### config.mk
export PLATFORM = sky130hd
export DESIGN_NAME = vga_fetch_sched
export DESIGN_NICKNAME = d
export VERILOG_FILES = /design/src/rtl/vga_fetch_sched.sv
export SDC_FILE = /design/constraint.sdc
export NUM_CORES = 1
export LEC_CHECK = 0
export ABC_AREA = 1
export BUFFER_PORTS_ARGS = -buffer_cell sky130_fd_sc_hd__buf_4
export CAP_MARGIN = 20
export CORE_ASPECT_RATIO = 0.7
export CORE_MARGIN = 8
export CORE_UTILIZATION = 49
export DETAILED_ROUTE_END_ITERATION = 10
export GPL_TIMING_DRIVEN = 1
export PLACE_DENSITY_LB_ADDON = 0.05
export SLEW_MARGIN = 10
export SYNTH_ARGS = -nofsm -noshare
export SYNTH_HDL_FRONTEND = slang
export SYNTH_SLANG_ARGS = --single-unit
### constraint.sdc
create_clock -name pixel_clk -period 1.7 [get_ports pixel_clk]
set_input_delay 0.255 -clock pixel_clk [delete_from_list [all_inputs] [get_ports pixel_clk]]
set_output_delay 0.255 -clock pixel_clk [all_outputs]
set_load 0.02 [all_outputs]
### src/rtl/vga_fetch_sched.sv
// rtl/vga_fetch_sched.sv - ping-pong line buffer fetch scheduler for VGA output
module vga_fetch_sched #(
  parameter int HDISP = 800,
  parameter int VDISP = 480,
  parameter int BURST = 16
) (
  input  logic                     pixel_clk,
  input  logic                     pixel_rst,
  input  logic                     frame_start,
  input  logic                     disp_line_end,
  output logic                     req_valid,
  input  logic                     req_ready,
  output logic [$clog2(VDISP)-1:0] req_line,
  output logic [$clog2(HDISP)-1:0] req_x,
  output logic                     req_bank,
  input  logic                     rsp_done,
  output logic                     disp_bank,
  output logic                     disp_ready,
  output logic                     underflow,
  output logic                     frame_fetched
);

  localparam int LW = $clog2(VDISP);
  localparam int XW = $clog2(HDISP);
  localparam logic [XW:0]   BURST_W   = (XW+1)'(BURST);
  localparam logic [XW:0]   HDISP_W   = (XW+1)'(HDISP);
  localparam logic [LW-1:0] LAST_LINE = LW'(VDISP - 1);

  localparam logic [1:0] IDLE  = 2'd0;
  localparam logic [1:0] ISSUE = 2'd1;
  localparam logic [1:0] WAIT  = 2'd2;
  localparam logic [1:0] DONE  = 2'd3;

  logic [1:0]  state;
  logic [1:0]  full;
  logic [1:0]  full_n;
  logic        restart_pend;
  logic [XW:0] x_sum;
  logic        burst_done;
  logic        line_done;
  logic        init_now;
  logic        set_pend;

  assign disp_ready = full[disp_bank];

  // Burst completion decode and frame (re)start decisions.
  always_comb begin
    burst_done = (state == WAIT) && rsp_done;
    x_sum      = {1'b0, req_x} + BURST_W;
    // A pending restart replaces the line update of the burst it waited for.
    line_done  = burst_done && !restart_pend && (x_sum == HDISP_W);
    // Restart immediately when nothing is in flight, or when the outstanding
    // burst finishes in the very cycle frame_start arrives.
    init_now   = (frame_start && ((state == IDLE) || (state == DONE) ||
                                  ((state == ISSUE) && !req_valid))) ||
                 (burst_done && (restart_pend || frame_start));
    // A presented request or an outstanding burst must run to completion.
    set_pend   = frame_start && (((state == ISSUE) && req_valid) ||
                                 ((state == WAIT) && !rsp_done));
  end

  // Next bank occupancy: display release and fetch completion hit different banks.
  always_comb begin
    full_n = full;
    if (disp_line_end) full_n[disp_bank] = 1'b0;
    if (line_done)     full_n[req_bank]  = 1'b1;
  end

  // Fetch sequencing FSM, bank bookkeeping and display-side tracking.
  always_ff @(posedge pixel_clk or posedge pixel_rst) begin
    if (pixel_rst) begin
      state         <= IDLE;
      req_valid     <= 1'b0;
      req_line      <= '0;
      req_x         <= '0;
      req_bank      <= 1'b0;
      disp_bank     <= 1'b0;
      full          <= 2'b00;
      underflow     <= 1'b0;
      frame_fetched <= 1'b0;
      restart_pend  <= 1'b0;
    end else if (init_now) begin
      state         <= ISSUE;
      req_valid     <= 1'b0;
      req_line      <= '0;
      req_x         <= '0;
      req_bank      <= 1'b0;
      disp_bank     <= 1'b0;
      full          <= 2'b00;
      underflow     <= 1'b0;
      frame_fetched <= 1'b0;
      restart_pend  <= 1'b0;
    end else begin
      full <= full_n;
      if (set_pend) restart_pend <= 1'b1;
      if (disp_line_end) begin
        // Toggle even on underflow so the display stays bank-aligned.
        disp_bank <= ~disp_bank;
        if (!full[disp_bank]) underflow <= 1'b1;
      end
      case (state)
        ISSUE: begin
          if (req_valid) begin
            if (req_ready) begin
              req_valid <= 1'b0;
              state     <= WAIT;
            end
          end else begin
            req_valid <= ~full_n[req_bank];
          end
        end
        WAIT: begin
          if (rsp_done) begin
            state <= ISSUE;
            if (line_done) begin
              req_x    <= '0;
              req_bank <= ~req_bank;
              req_line <= req_line + 1'b1;
              if (req_line == LAST_LINE) begin
                state         <= DONE;
                frame_fetched <= 1'b1;
              end
            end else begin
              req_x <= x_sum[XW-1:0];
            end
          end
        end
        default: ;
      endcase
    end
  end

endmodule

# Word level (Yosys, flattened, before mapping)
# Index checks and enable logic that the tools add are counted.
[totals]
ff_bits = 29
latchBits = 0
ramBits = 0
mem_bits_ro = 0
input_bits = 6
out_inout_bits = 25
elab_cells = 110
n_memories = 0
[op_classes]
addsub = 2
multipliers = 0
div_mod_pow = 0
n_lt_le_gt_ge = 4
eq_ne = 9
shifts = 0
muxes = 46
n_bitwise = 6
n_reduce_logical = 33
[ops]
columns = ["cell", "count"]
rows = [
  ["10-bit 2-to-1 mux", 4],
  ["9-bit 2-to-1 mux", 4],
  ["1-bit 2-to-1 mux", 26],
  ["2-bit 2-to-1 mux", 9],
  ["2-bit nonzero test", 7],
  ["10-bit by 5-bit adder with 11-bit output, second input constant", 1],
  ["11-bit by 10-bit equality test with 1-bit output, second input constant", 1],
  ["1-bit logical AND", 11],
  ["9-bit by 1-bit adder with 9-bit output, second input constant", 1],
  ["9-bit equality test, second input constant", 1],
  ["3-bit inequality test, second input constant", 3],
  ["4-bit AND reduction", 2],
  ["1-bit logical OR", 5],
  ["2-bit equality test, second input constant", 2],
  ["1-bit by 2-bit < comparator with 1-bit output, second input constant", 2],
  ["2-bit one-hot mux with 2 select lines", 1],
  ["2-bit AND reduction", 2],
  ["1-bit logical NOT", 3],
  ["1-bit inverter", 3],
  ["3-bit AND reduction", 1],
  ["3-bit nonzero test", 1],
  ["2-bit bitwise AND", 1],
  ["1-bit demux with 1-bit select", 2],
  ["2-bit by 1-bit equality test with 1-bit output, second input constant", 1],
  ["5 further kinds", 6],
]

# Longest topological paths before layout
[logic_depth]
depth_word = 15
ltp_mapped = 11
mapped_depth_nobuf = 11

# Worst setup path after synthesis
# Ideal clock, no wire load.
[synth_path]
kind = "register to register"
from = "register req_x[4]"
to = "register req_line[8]"
arrival_time_ns = 1.608
required_ns = 1.582
setup_slack_ns = -0.027
path_stages_with_launch = 12
n_path_buf = 0
path_cell_list = "dfrtp_1 > ha_1 > nand2_2 > inv_1 > nand2_1 > nand2_2 > nor3_4 > nand2_4 > nand2_8 > inv_4 > nand2_1 > o21ai_2"
[synth_via]
elab_chain_len = 5
[synth_rtl]
columns = ["element", "line", "rtl"]
rows = [
  ["start, declared", "14", "output logic [$clog2(HDISP)-1:0] req_x,"],
  ["start signal, assigned", "124", "req_x <= x_sum[XW-1:0];"],
  ["10-bit by 5-bit adder with 11-bit output", "49", "x_sum = {1'b0, req_x} + BURST_W;"],
  ["11-bit by 10-bit equality test with 1-bit output", "51", "line_done = burst_done && !restart_pend && (x_sum == HDISP_W);"],
  ["1-bit logical AND", "51", ""],
  ["2-bit nonzero test (no line)", "n/a", ""],
  ["3-bit AND reduction (no line)", "n/a", ""],
  ["end signal, assigned", "118", "req_line <= req_line + 1'b1;"],
  ["end, declared", "13", "output logic [$clog2(VDISP)-1:0] req_line,"],
]
# No other way between the ends.
# A chain may end at the register's enable or synchronous reset.

# Worst setup path after layout
[layout_path]
from = "register req_x[5]"
to = "register req_x[9]"
[layout_via]
elab_chain_len = 7
[layout_rtl]
columns = ["element", "line", "rtl"]
rows = [
  ["10-bit by 5-bit adder with 11-bit output (*)", "49", ""],
  ["11-bit by 10-bit equality test with 1-bit output", "51", ""],
  ["1-bit logical AND", "51", ""],
  ["10-bit 2-to-1 mux (*)", "115", "if (line_done) begin"],
  ["10-bit 2-to-1 mux (*)", "113", "if (rsp_done) begin"],
  ["10-bit 2-to-1 mux (*)", "101", "case (state)"],
  ["10-bit 2-to-1 mux (*)", "82", "end else if (init_now) begin"],
]
# Every way passes the cells marked *; elsewhere a longest branch is shown, timed or not. The select of a mux whose other input is x is not followed.

==> results by group <==
Floorplan
  • CORE AREA: 3130 um2
  • Die X: 84.3 um
  • Starting density of the core: 0.512
  • Die Y: 63.8 um
  • Rows: 17
  • I/O pins: 31
  • Die ar.: 5380 um2

Clock tree
  • CTS buffer count: 3
  • Maximum clock path buffer count: 2
  • Worst skew pair latency: 0.27 ns
  • Clk root buf: clkbuf_8
  • Clock transition at the registers of the reported paths: 0.08 ns
  • TritonCTS Sinks: 25
  • H-tree levels: 1
  • Cts hold-fix bufs: 0
  • CTS tree: yes

Worst setup path
  • Crit path DAT: 1.80 ns
  • Kind of critical path: reg -> reg
  • Critical path, cell by cell: ha_4 -> nand2_4 -> inv_2 -> nand2_2 -> nand2_2 -> nor3_4 -> nand2_4 -> nand2_8 -> inv_8 -> nand2_2 -> o21ai_2
  • Crit path launch type: flip-flop
  • Required time of the critical path: 1.86 ns
  • Max incr delay on CP: 0.45 ns
  • CP Max Fanout: 8
  • Endpoint type of the worst setup path: flip-flop
  • Total buffers and inverters traversed by the critical path: 2
  • Critical path's slowest cell: dfrtp_2
  • CP delay by family, top: simple AND/OR/NAND/NOR gates
  • CP most frequent cell: nand2_2

Logic synthesis
  • Post-synthesis sequential area ratio: 0.391
  • Yosys Warn Count: 0
  • Synthesized area: 1600 um2
  • Area contributors post-synth: dfrtp_1 (39%), nand2_1 (12%), inv_1 (7.3%)
  • Cell taking the most area after synthesis: dfrtp_1
  • Synth top area share: 0.391
  • Number of synthesized flops with an enable pin: 0
  • Seq cells post-synth: 25
  • Most frequent cell after synthesis: nand2_1
  • Share of flip-flops with an asynchronous set or reset: 1.00
  • Top_reg_cell synth: dfrtp_1
  • Syn Inst Count: 206
  • List of most frequent post-synthesis cells: nand2_1 (53), inv_1 (31), dfrtp_1 (25), nor2_1 (13), nand3_1 (12)
  • Mean post-synth cell area: 7.77 um2
  • Yosys cell types: 31

Power
  • P per Cell Area: 1270 nW/um2
  • Total power draw: 2.64 mW
  • Pleak: 1.11 nW
  • Worst vdd ir: 0.000801 V

Timing
  • Setup TNS: 0 ns
  • Crit path time final: 1.64 ns
  • Final setup viols: 0
  • Final Hold Viols: 0
  • Final worst slack: 0.0642 ns
  • Max-slew violation count: 0
  • Max frequency: 611 MHz
  • RSZ-0062 raised after global routing: yes
  • Setup Skew: 0.00131 ns
  • Final Cycle Share: 0.962

Detailed routing
  • DR WL/cell: 13.2 um
  • Initial DRC Count: 64
  • DRC: 0
  • Antenna-violating nets left: 0
  • TritonRoute pass-1 iters: 4
  • DR vias: 1438
  • Drt total wl: 3800 um
  • Vias per inst: 5.01

Placed design
  • Port-buffer cells: 26
  • Hpwl dp: 2830 um
  • RePlAce Congestion: 0.887
  • Dpl cells: 278
  • Worst Setup Slack post-DPL: 0.00884 ns

Hold path
  • Worst Hold Class: in -> async

Cells and area
  • Ratio of cells with drive above 1 in the final layout: 0.402
  • Final #Nets: 261
  • Post-Layout Cell Count: 287
  • Fin util: 0.667
  • Fill cells: 251
  • Area grow syn2layout: 30.3%
  • N_diodes: 0

Global routing
  • Antenna violations before repair: 0
  • First-pass GRT wire length: 6290 um
  • GRT Overall Usage: 0.139
  • Vias in the first global route: 1351
  • Pin count of the biggest net entering global routing: 26
  • Total gr overflow: 0

Outcome
  • Status: finished, final reports clean

Run
  • Max Cap Violations: 0
-- flip-flops by register name, indices dropped and copies added, names as in the netlist --
name and cells:
restart_pend 1, full 2, state 2, disp_bank 1, req_line 9, frame_fetched 1, req_bank 1, req_x 6
req_valid 1, underflow 1
-- worst min-delay path, stage by stage --
cell   delay (ns)
buf_4        0.11
inv_1        0.04
buf_4        0.31
-- layer usage --
layer | wire length (um) | track usage | up-vias | share of wire
met5 | 0 | 0 | - | 0
met4 | 18 | 0.0258 | 0 | 0.0047
met3 | 232 | 0.0494 | 2 | 0.061
met2 | 1670 | 0.212 | 34 | 0.44
met1 | 1870 | 0.188 | 673 | 0.49
li1 | - | - | 729 | -
-- cell families (layout without fill, tap and decap cells) --
logic type                 after synthesis  after routing  synth area share
AOI/OAI and AO/OA                       25             25             0.106
xor gates and xnor gates                 3              3            0.0164
adders and majority gates                5              5            0.0391
buffers and inverters                   41             81             0.113
DFF                                     25             25             0.391
other                                    1              4           0.00234
and+or+nand+nor                        106            106             0.332
-- what timing repair did --
| item | 4_1_cts | 5_1_grt |
|---|---|---|
| setup buffers | 0 | 5 |
| endpoints found under the setup margin | 1 | 19 |
| cloned | 0 | 0 |
| hold endpoints to repair | 0 | 0 |
| resized for setup | 1 | 29 |
| pin swaps | 2 | 10 |
-- metrics by stage --
step                hold slack, ns  instance area, um2
global route                0.0812                2090
global placement             0.332                1900
detailed placement           0.336                1900
finish                      0.0356                2090
CTS                         0.0422                1950
floorplan                    0.282                1610
-- final timing paths --
check | start | end | slack [ns] | cells after the start
max in group asynchronous | pixel_rst | req_x[5]$_DFFE_PP0P_ | 1.40 | 3
min in group pixel_clk | disp_line_end | disp_bank$_DFFE_PP0P_ | 0.26 | 4
worst min-delay path | pixel_rst | disp_bank$_DFFE_PP0P_ | 0.04 | 3
worst min register to register | frame_fetched$_DFFE_PP0P_ | frame_fetched$_DFFE_PP0P_ | 0.51 | 2
worst max register to register | req_x[5]$_DFFE_PP0P_ | req_x[9]$_DFFE_PP0P_ | 0.06 | 11
worst max-delay path | req_x[5]$_DFFE_PP0P_ | req_x[9]$_DFFE_PP0P_ | 0.06 | 11
-- cell usage in the layout (no fill, tap or decap), drive strengths merged, types with 4 or more instances in the layout --
master,count
clkbuf,4
nand4,4
nand2,62
ha,5
nor3,4
dfrtp,25
o21ai,13
nor2,19
conb,4
inv,36
nand3,14
a21oi,8
buf,41
-- cell type report --
cell class | count | area (um2) | share of cell area
flip-flops and latches | 25 | 629 | 0.302
multi-input cells | 143 | 892 | 0.428
repair buffers | 41 | 324 | 0.155
well taps | 38 | 47.5 | 0.0228
clock buffers | 4 | 45.0 | 0.0216
inverters | 36 | 148 | 0.0708
-- report_power, final --
group          internal [mW]  total [mW]  switching, mW
clock                  0.168       0.351          0.183
combinational          0.621        1.47          0.846
sequential             0.698       0.822          0.124
total                   1.49        2.64           1.15
No activity file was read; power rests on OpenSTA's default activity.
